### config.mk
export PLATFORM = sky130hd
export DESIGN_NAME = ps_setpoint_coef_scheduler
export DESIGN_NICKNAME = d
export VERILOG_FILES = /design/src/rtl/ps_setpoint_coef_scheduler_pkg.sv /design/src/rtl/ps_setpoint_coef_scheduler_coef_write_fifo.sv /design/src/rtl/ps_setpoint_coef_scheduler.sv
export SDC_FILE = /design/constraint.sdc
export NUM_CORES = 1
export LEC_CHECK = 0
export CAP_MARGIN = 20
export CORE_ASPECT_RATIO = 1.5
export CORE_MARGIN = 4
export CORE_UTILIZATION = 55
export DETAILED_ROUTE_END_ITERATION = 10
export GPL_ROUTABILITY_DRIVEN = 0
export PLACE_DENSITY = 0.75
export SYNTH_ARGS = -nofsm -noshare
export SYNTH_HDL_FRONTEND = slang
export SYNTH_SLANG_ARGS = --single-unit
### constraint.sdc
create_clock -name clk -period 8.6 [get_ports clk]
set_input_delay 1.29 -clock clk [delete_from_list [all_inputs] [get_ports clk]]
set_output_delay 1.29 -clock clk [all_outputs]
set_load 0.05 [all_outputs]
### src/rtl/ps_setpoint_coef_scheduler_pkg.sv
// Shared types and sizing for the psSetpointCalc coefficient write scheduler.
// Table encodings, the staged-entry layout and the scheduler state encoding live here.
package ps_setpoint_coef_scheduler_pkg;

    localparam int RESULT_COUNT       = 24;
    localparam int RESULT_COUNT_WIDTH = (RESULT_COUNT > 1) ? $clog2(RESULT_COUNT) : 1;
    localparam int DBUS_WIDTH         = 32;
    localparam int FIFO_DEPTH         = 16;
    localparam int FIFO_AW            = $clog2(FIFO_DEPTH);
    localparam int PENDING_WIDTH      = FIFO_AW + 1;
    localparam int BUSY_CYCLES        = RESULT_COUNT + 8;
    localparam int BUSY_CNT_WIDTH     = $clog2(BUSY_CYCLES);
    localparam int DEFER_WIDTH        = 16;

    typedef enum logic [1:0] {
        TABLE_GAIN     = 2'd0,
        TABLE_FFBCLIP  = 2'd1,
        TABLE_PSOFFSET = 2'd2,
        TABLE_PSCLIP   = 2'd3
    } coef_table_e;

    typedef struct packed {
        coef_table_e                   tbl;
        logic [RESULT_COUNT_WIDTH-1:0] address;
        logic [DBUS_WIDTH-1:0]         data;
    } coef_entry_t;

    typedef enum logic [1:0] {
        ST_IDLE  = 2'd0,
        ST_BUSY  = 2'd1,
        ST_DRAIN = 2'd2
    } state_e;

endpackage

### src/rtl/ps_setpoint_coef_scheduler_coef_write_fifo.sv
// Staging FIFO with three pointers: head (next to apply), commit boundary and tail.
// A commit after a dropped write rewinds the tail to the boundary, discarding that whole batch.
module coef_write_fifo
    import ps_setpoint_coef_scheduler_pkg::*;
(
    input  logic                     clk,
    input  logic                     rst,
    input  logic                     push_i,
    input  coef_entry_t              push_entry_i,
    input  logic                     commit_i,
    input  logic                     pop_i,
    output coef_entry_t              pop_entry_o,
    output logic [PENDING_WIDTH-1:0] pending_count_o,
    output logic [PENDING_WIDTH-1:0] committed_count_o,
    output logic                     drop_o
);

    coef_entry_t              mem_q [FIFO_DEPTH];
    logic [PENDING_WIDTH-1:0] head_q, head_d;
    logic [PENDING_WIDTH-1:0] commit_q, commit_d;
    logic [PENDING_WIDTH-1:0] tail_q, tail_d;
    logic [PENDING_WIDTH-1:0] tail_push;
    logic                     rewind_q, rewind_d;
    logic                     full;
    logic                     accept;

    assign pending_count_o   = tail_q - head_q;
    assign committed_count_o = commit_q - head_q;
    assign full              = (pending_count_o == PENDING_WIDTH'(FIFO_DEPTH));
    assign accept            = push_i & ~full;
    assign drop_o            = push_i & full;
    assign tail_push         = tail_q + PENDING_WIDTH'(accept);
    assign pop_entry_o       = mem_q[head_q[FIFO_AW-1:0]];

    // NOTE: every variable gets a default before any branch so no latch is inferred.
    always_comb begin
        head_d   = head_q + PENDING_WIDTH'(pop_i);
        tail_d   = tail_push;
        commit_d = commit_q;
        rewind_d = rewind_q | drop_o;
        if (commit_i) begin
            rewind_d = 1'b0;
            if (rewind_q || drop_o) begin
                tail_d = commit_q;
            end else begin
                commit_d = tail_push;
            end
        end
    end

    // NOTE: sequential state uses non-blocking assignments so all registers update together.
    always_ff @(posedge clk) begin
        if (rst) begin
            head_q   <= '0;
            commit_q <= '0;
            tail_q   <= '0;
            rewind_q <= 1'b0;
        end else begin
            head_q   <= head_d;
            commit_q <= commit_d;
            tail_q   <= tail_d;
            rewind_q <= rewind_d;
        end
    end

    // NOTE: the storage array is not reset; the pointers alone define which entries are valid.
    always_ff @(posedge clk) begin
        if (accept) begin
            mem_q[tail_q[FIFO_AW-1:0]] <= push_entry_i;
        end
    end

endmodule

### src/rtl/ps_setpoint_coef_scheduler.sv
// Applies committed coefficient batches to psSetpointCalc tables only between frames,
// owning the frame toggle so a frame arriving mid-batch is held until the batch completes.
module ps_setpoint_coef_scheduler
    import ps_setpoint_coef_scheduler_pkg::*;
(
    input  logic                          clk,
    input  logic                          rst,
    input  logic                          cpuWriteStrobe_i,
    input  logic [1:0]                    cpuTable_i,
    input  logic [RESULT_COUNT_WIDTH-1:0] cpuAddress_i,
    input  logic [DBUS_WIDTH-1:0]         cpuData_i,
    input  logic                          cpuCommitStrobe_i,
    input  logic                          cpuClearStatus_i,
    input  logic                          dinToggleIn_i,
    output logic                          dinToggleOut_o,
    output logic                          gainWriteStrobe_o,
    output logic                          ffbClipWriteStrobe_o,
    output logic                          psOffsetWriteStrobe_o,
    output logic                          psClipWriteStrobe_o,
    output logic [RESULT_COUNT_WIDTH-1:0] writeAddress_o,
    output logic [DBUS_WIDTH-1:0]         writeData_o,
    output logic [PENDING_WIDTH-1:0]      pendingCount_o,
    output logic                          overflow_o,
    output logic [DEFER_WIDTH-1:0]        deferredFrames_o,
    output logic                          busy_o
);

    state_e                        state_q, state_d;
    logic                          tracker_q;
    logic                          toggle_out_q, toggle_out_d;
    logic                          deferred_q, deferred_d;
    logic [BUSY_CNT_WIDTH-1:0]     busy_cnt_q, busy_cnt_d;
    logic [3:0]                    strobe_q, strobe_d;
    logic [RESULT_COUNT_WIDTH-1:0] waddr_q, waddr_d;
    logic [DBUS_WIDTH-1:0]         wdata_q, wdata_d;
    logic                          overflow_q;
    logic [DEFER_WIDTH-1:0]        defer_cnt_q;
    logic                          toggle_edge, pop, defer_event, drop;
    coef_entry_t                   push_entry, head_entry;
    logic [PENDING_WIDTH-1:0]      committed_count;

    assign push_entry  = '{tbl: coef_table_e'(cpuTable_i), address: cpuAddress_i, data: cpuData_i};
    assign toggle_edge = dinToggleIn_i != tracker_q;

    coef_write_fifo u_fifo (
        .clk               (clk),
        .rst               (rst),
        .push_i            (cpuWriteStrobe_i),
        .push_entry_i      (push_entry),
        .commit_i          (cpuCommitStrobe_i),
        .pop_i             (pop),
        .pop_entry_o       (head_entry),
        .pending_count_o   (pendingCount_o),
        .committed_count_o (committed_count),
        .drop_o            (drop)
    );

    always_comb begin
        state_d      = state_q;
        toggle_out_d = toggle_out_q;
        deferred_d   = deferred_q;
        busy_cnt_d   = busy_cnt_q;
        strobe_d     = '0;
        waddr_d      = waddr_q;
        wdata_d      = wdata_q;
        pop          = 1'b0;
        defer_event  = 1'b0;
        case (state_q)
            ST_IDLE: begin
                if (toggle_edge) begin
                    toggle_out_d = dinToggleIn_i;
                    busy_cnt_d   = BUSY_CNT_WIDTH'(BUSY_CYCLES - 1);
                    state_d      = ST_BUSY;
                end else if (committed_count != '0) begin
                    state_d = ST_DRAIN;
                end
            end
            ST_BUSY: begin
                if (toggle_edge) begin
                    toggle_out_d = dinToggleIn_i;
                    busy_cnt_d   = BUSY_CNT_WIDTH'(BUSY_CYCLES - 1);
                end else if (busy_cnt_q == '0) begin
                    state_d = ST_IDLE;
                end else begin
                    busy_cnt_d = busy_cnt_q - 1'b1;
                end
            end
            ST_DRAIN: begin
                if (toggle_edge && !deferred_q) begin
                    deferred_d  = 1'b1;
                    defer_event = 1'b1;
                end
                if (committed_count != '0) begin
                    pop                     = 1'b1;
                    strobe_d[head_entry.tbl] = 1'b1;
                    waddr_d                 = head_entry.address;
                    wdata_d                 = head_entry.data;
                end else if (deferred_q || toggle_edge) begin
                    // Last strobe is on the table now; release the held frame.
                    deferred_d   = 1'b0;
                    toggle_out_d = dinToggleIn_i;
                    busy_cnt_d   = BUSY_CNT_WIDTH'(BUSY_CYCLES - 1);
                    state_d      = ST_BUSY;
                end else begin
                    state_d = ST_IDLE;
                end
            end
            default: state_d = ST_IDLE;
        endcase
    end

    always_ff @(posedge clk) begin
        if (rst) begin
            state_q      <= ST_IDLE;
            tracker_q    <= 1'b0;
            toggle_out_q <= 1'b0;
            deferred_q   <= 1'b0;
            busy_cnt_q   <= '0;
            strobe_q     <= '0;
            waddr_q      <= '0;
            wdata_q      <= '0;
            overflow_q   <= 1'b0;
            defer_cnt_q  <= '0;
        end else begin
            state_q      <= state_d;
            tracker_q    <= dinToggleIn_i;
            toggle_out_q <= toggle_out_d;
            deferred_q   <= deferred_d;
            busy_cnt_q   <= busy_cnt_d;
            strobe_q     <= strobe_d;
            waddr_q      <= waddr_d;
            wdata_q      <= wdata_d;
            if (drop) begin
                overflow_q <= 1'b1;
            end else if (cpuClearStatus_i) begin
                overflow_q <= 1'b0;
            end
            if (defer_event) begin
                if (defer_cnt_q != '1) begin
                    defer_cnt_q <= defer_cnt_q + 16'd1;
                end
            end else if (cpuClearStatus_i) begin
                defer_cnt_q <= '0;
            end
        end
    end

    assign dinToggleOut_o        = toggle_out_q;
    assign gainWriteStrobe_o     = strobe_q[TABLE_GAIN];
    assign ffbClipWriteStrobe_o  = strobe_q[TABLE_FFBCLIP];
    assign psOffsetWriteStrobe_o = strobe_q[TABLE_PSOFFSET];
    assign psClipWriteStrobe_o   = strobe_q[TABLE_PSCLIP];
    assign writeAddress_o        = waddr_q;
    assign writeData_o           = wdata_q;
    assign overflow_o            = overflow_q;
    assign deferredFrames_o      = defer_cnt_q;
    assign busy_o                = state_q != ST_IDLE;

endmodule

==> flow_summary.toml <==
[status]
outcome = "complete, no violations"

[drt]
vias = 14029
ant_nets = 0
wl_per_cell_um = 26.0
drc = 0
dr.pass1.iters = 6
viasPerCell = 6.22
drt-total-wl_um = 58600
initialDrtViolationCount = 1290

[clock_network]
clk_pin_slew_ps = 60
clock-sinks = 708
cts_root_buffer = "clkbuf_16"
cts_resized = 0
htreeDepth = 3
clock_path_buffers = 3
cts_buffers = 66
post_cts_buffers = 0
ctsHoldBuffers = 0
cts_tree = "yes"
clock_latency_ps = 580

[placement]
post_dp_cell_area_sq_um = 29200
place_inst = 2137
numPortBuffers = 109
dpl.hpwl_um = 31200

[die]
io_pins = 110
core_sq_um = 48900
die_area_sq_um = 53300
row_count = 99
initial_core_util_pct = 55.8
dieWidth_um = 190
die_h_um = 281

[yosys]
syn_area_per_cell_sq_um = 19.1
synth-edff-count = 624
syn_area_sq_um = 27300
yosysWarningCount = 0
synthFlopType = "edfxtp_1"
syn_inst = 1426
syn-num-nets = 1487
yosys-top-cells-area = "edfxtp_1 69%, mux4_2 13%, dfxtp_1 6.2%"
yosysTopAreaCell = "edfxtp_1"
ys_ff_latch = 708
async_flop_share_pct = 0
ys_seq_area_share_pct = 74.8
yosysUniqueCellTypes = 56
synth.top_cell.area_share_pct = 68.6

[final_layout]
final_cell_mix = "624 x edfxtp_1, 158 x mux4_2, 108 x clkdlybuf4s50_1, 82 x dfxtp_1, 75 x a22oi_1"
stdcell_count = 2256
fill_cells = 3237
final_nets = 1610
drive_above_1_share_pct = 20.0
area_growth_pct = 14.8
fin_area_sq_um = 31300
mostFrequentLayoutCell = "edfxtp_1"

[sta]
worstMarginPinSlew_ps = 1070
rsz0062_at_grt = "no"
setup_viol = 0
clock_skew_ps = 23.6
slew_violations = 0
finalHoldViolCount = 0
period_needed_ps = 5110
fmax_ghz = 0.196
finalCritPeriodShare_pct = 59.5
maxSlewHeadroom_pct = 29.0
final.setup.tns_ps = 0

[global_routing]
antenna_found_initial = 2
grt_pass1_vias = 14771
grt_max_degree = 82
grt_first_pass_wirelength_um = 89700
grt-ovfl-total = 0
grt_util_all_layers_pct = 22.3

[worst_setup_path]
critPathKind = "flip-flop to primary output"
crit_path_start_kind = "flip-flop"
crit_arrival_ps = 3820
cp_max_fo = 51
endpoint_kind = "primary output"
required_ps = 7310

[min_path]
min_path_type = "flip-flop to flip-flop"

[job]
maxCapViolations = 0

[power_and_ir_drop]
leakagePower_nw = 9.71
ir_worst_vdd_v = 0.000143
p_per_area_nw_per_um2 = 227
-- worst paths after layout --
check	from	endpoint	slack [ps]	cells after the start
worst max register to register	u_fifo.head_q[0]	u_fifo.mem_q[8][18]	4570	9
worst min register to register	overflow_o	overflow_o	460	2
worst max-delay path	u_fifo.head_q[0]	pendingCount_o[4]	3490	7
worst min-delay path	overflow_o	overflow_o	460	2
-- sequential cells by signal (all words and copies together) (netlist names), 2 cells and up --
name	cells
u_fifo.head_q	5
writeData_o	32
u_fifo.tail_q	5
u_fifo.mem_q	624
u_fifo.commit_q	5
strobe_q	4
writeAddress_o	5
state_q	2
busy_cnt_q	5
deferredFrames_o	16
-- cell usage after synthesis, drive strengths merged (5+ instances only) --
library cell,n
ha,15
nor2b,9
xor2,7
dfxtp,84
inv,17
clkbuf,49
nor3,12
edfxtp,624
or3,9
nand2,62
a22oi,75
nand3,49
xnor2,9
mux2i,11
a21oi,53
nand2b,12
nor4,10
o21ai,44
mux4,158
nor4b,5
buf,35
nor2,17
-- final cells by class --
cell class	count	area [sq um]	area share [%]
Timing Repair Buffer	139	1310	4.19
Multi-Input combinational cell	617	6580	21.0
Sequential cell	708	20400	65.2
Clock inverter	29	248	0.791
Tap cell	656	821	2.62
Clock buffer	88	1880	5.99
Inverter	17	63.8	0.204
Antenna cell	2	5.00	0.0160
-- stage by stage --
stage	util (%)	hold slack (ps)	worst slack (ps)	power [W]
after floorplan	-	442	1010	0.00418
after global placement	59.7	453	3990	0.00433
after detailed placement	59.7	461	3970	0.00435
after CTS	64.0	469	3380	0.00718
after global routing	64.0	480	3180	0.00737
final	64.0	461	3490	0.00712
-- cells by family (layout without fill, tap and decap cells) --
group	after synthesis	in the layout	synth area share (%)
xor gates and xnor gates	17	17	0.596
buffers and inverters	101	273	1.55
muxes	172	172	13.6
AOI/OAI and AO/OA	200	200	4.73
other	0	2	0
adders and majority gates	16	16	0.761
and+or+nand+nor	212	212	4.00
DFF	708	708	74.8
-- power by group --
part           switching (W)  internal (W)  leakage (nW)
registers          0.0000377       0.00381          6.32
logic               0.000284      0.000150          2.35
clock network        0.00119       0.00165          1.04
-- critical path, cell delays in order, from the launching register on --
cell and delay [ps]:
dfxtp_4 980, ha_1 310, inv_1 60, fa_1 410
a21o_1 180, a21oi_1 180, xnor2_1 230, clkdlybuf4s50_1 880
-- per-layer routing --
| layer | track usage [%] | wire, um | vias up |
|---|---|---|---|
| met5 | 0 | 0 | - |
| met1 | 28.3 | 22000 | 7308 |
| li1 | - | - | 6084 |
| met3 | 3.60 | 3650 | 93 |
| met2 | 39.8 | 31600 | 544 |
| met4 | 6.66 | 1360 | 0 |
(Power assumes the default switching activity.)
==> patch (config.mk and constraints unchanged) <==
Put a register stage on the outputs `gainWriteStrobe_o`, `ffbClipWriteStrobe_o`, `psOffsetWriteStrobe_o`, `psClipWriteStrobe_o` and `busy_o`, cleared by the reset. The values now appear one clock later. The other outputs are not delayed to match.
--- a/src/rtl/ps_setpoint_coef_scheduler.sv
+++ b/src/rtl/ps_setpoint_coef_scheduler.sv
@@ -146,15 +146,25 @@
     end
 
     assign dinToggleOut_o        = toggle_out_q;
-    assign gainWriteStrobe_o     = strobe_q[TABLE_GAIN];
-    assign ffbClipWriteStrobe_o  = strobe_q[TABLE_FFBCLIP];
-    assign psOffsetWriteStrobe_o = strobe_q[TABLE_PSOFFSET];
-    assign psClipWriteStrobe_o   = strobe_q[TABLE_PSCLIP];
     assign writeAddress_o        = waddr_q;
     assign writeData_o           = wdata_q;
     assign overflow_o            = overflow_q;
     assign deferredFrames_o      = defer_cnt_q;
-    assign busy_o                = state_q != ST_IDLE;
+    always_ff @(posedge clk) begin
+        if (rst) begin
+            gainWriteStrobe_o     <= '0;
+            ffbClipWriteStrobe_o  <= '0;
+            psOffsetWriteStrobe_o <= '0;
+            psClipWriteStrobe_o   <= '0;
+            busy_o                <= '0;
+        end else begin
+            gainWriteStrobe_o     <= strobe_q[TABLE_GAIN];
+            ffbClipWriteStrobe_o  <= strobe_q[TABLE_FFBCLIP];
+            psOffsetWriteStrobe_o <= strobe_q[TABLE_PSOFFSET];
+            psClipWriteStrobe_o   <= strobe_q[TABLE_PSCLIP];
+            busy_o                <= state_q != ST_IDLE;
+        end
+    end
 
 endmodule
 
Behaviour: not the same (Yosys sat finds a counterexample within 4 cycles, from zero or initial values and one cycle with rst high).
==> patch against the unedited design <==
Combinational power decreased by 10%; setup slack improved by 0.36 ns; largest cell class unchanged; design area increased by 0.74%; area after synthesis increased by 0.72%; sequential power about the same; routed wire length increased by 2.4%; power decreased by 0.70%; largest power group unchanged; sequential cell count increased by 5.
==> patch: results (changes against the unedited design) <==
- Syn Area/Cell: 19.0 sq um (-0.54%)
- Layout cells sized above 1: 20.2% (+0.25 points)
- Placed Cells: 2164 (+1.3%)
- Static leakage: 9.74 nW (+0.29%)
- #FFs+latches synth: 713 (+0.71%)
- Outcome: completed
- Slew of the pin with the lowest slew margin: 1.08 ns (+0.0157 ns)
- Cell Area, Placed: 29500 sq um (+0.92%)
- P_seq: 3.85 mW (about the same)
- Top delay family on crit path: buffers and inverters
- CTS Buf Count: 60 (-9.1%)
- GRT Overall Usage: 22.5% (+0.20 points)
- Vias in the first global route: 14.7k (-0.64%)
- Comb power: 0.390 mW (-10%)
- Nets: 1625 (+0.93%)
- Post-Syn Nets: 1505 (+1.2%)
- Area contributors post-synth: edfxtp_1 (68%), mux4_2 (13%), dfxtp_1 (6.5%), a22oi_1 (2.0%), nand3_1 (0.95%)
- Commonest cells in the netlist: edfxtp_1 (624), mux4_2 (158), dfxtp_1 (89)
- Global-route wire length before repair: 91.1 mm (+1.5%)
- Final Instance Count excl. Fillers: 2279 (+1.0%)
- First-pass DRT Iterations: 5 (-1)
- Min-Delay Startpoint: strobe_q[0]$_SDFF_PP0_
- Antenna violations before repair: 3 (+1)
- Worst clock skew: 0.0228 ns (-0.000802 ns)
- DP Wirelength: 31.2 mm (+0.18%)
- VDD IR max: 0.164 mV (+14%)
- Clock latency on the worst-skew pair: 0.61 ns (+0.03 ns)
- Worst-path fanout max: 26 (-49%)
- Psw: 1.51 mW (+0.26%)
- Delay of the slowest critical-path stage: 0.70 ns (-0.28 ns)
- Dpl ws: 4.39 ns (+0.418 ns)
- Largest net degree at the start of global routing: 104 (+27%)
- H-tree depth: 2 (-1)
- DR iter-0 viols: 1348 (+4.5%)
patch: cell count changes after synthesis, sizes merged, moves of 6 or more:
| cell | change |
|---|---|
| nor2 | +12 |
| mux2 | +7 |
| a2111oi | +6 |
| buf | -6 |
| inv | +6 |
| or3 | -6 |
patch: logic make-up after synthesis:
| logic type | Yosys count | synth area share, % |
|---|---|---|
| AOI/OAI and AO/OA | 192 | 4.70 |
| DFF | 713 | 74.6 |
| muxes | 177 | 13.7 |
| xor gates and xnor gates | 20 | 0.714 |
| adders and majority gates | 16 | 0.755 |
| buffers and inverters | 106 | 1.56 |
| and+or+nand+nor | 220 | 3.97 |
patch: path summary, 6_finish.rpt:
| path | to | slack, ns | cells after the start |
|---|---|---|---|
| hold reg to reg | gainWriteStrobe_o$_SDFF_PP0_ | 0.44 | 1 |
| setup / recovery | pendingCount_o[4] | 3.84 | 7 |
| hold / removal | gainWriteStrobe_o$_SDFF_PP0_ | 0.44 | 1 |
| setup reg to reg | u_fifo.mem_q[8][4]$_DFFE_PP_ | 4.78 | 10 |
patch: area by class of cell:
type | instances | area [sq um]
repair buffers | 141 | 1350
well taps | 663 | 830
clock inverters | 40 | 478
clock buffers | 71 | 1590
multi-input cells | 625 | 6690
diodes | 3 | 7.51
flip-flops and latches | 713 | 20500
fillers | 3350 | 18000
inverters | 23 | 86.3
patch: per-stage QoR:
step / hold WS (ns) / power, mW
detailed placement: 0.429 / 4.31
floorplan: 0.414 / 4.15
global route: 0.473 / 7.30
finish: 0.441 / 7.07
CTS: 0.445 / 7.11
global placement: 0.424 / 4.30
patch: metal layers:
layer  routed length [um]  global-route usage [%]  vias to the layer above
met4                 1560                    7.20                        0
met3                 3780                    2.97                       98
met5                    0                       0                        -
met1                23400                    30.1                     7395
li1                     -                       -                     6113
met2                31300                    38.8                      606
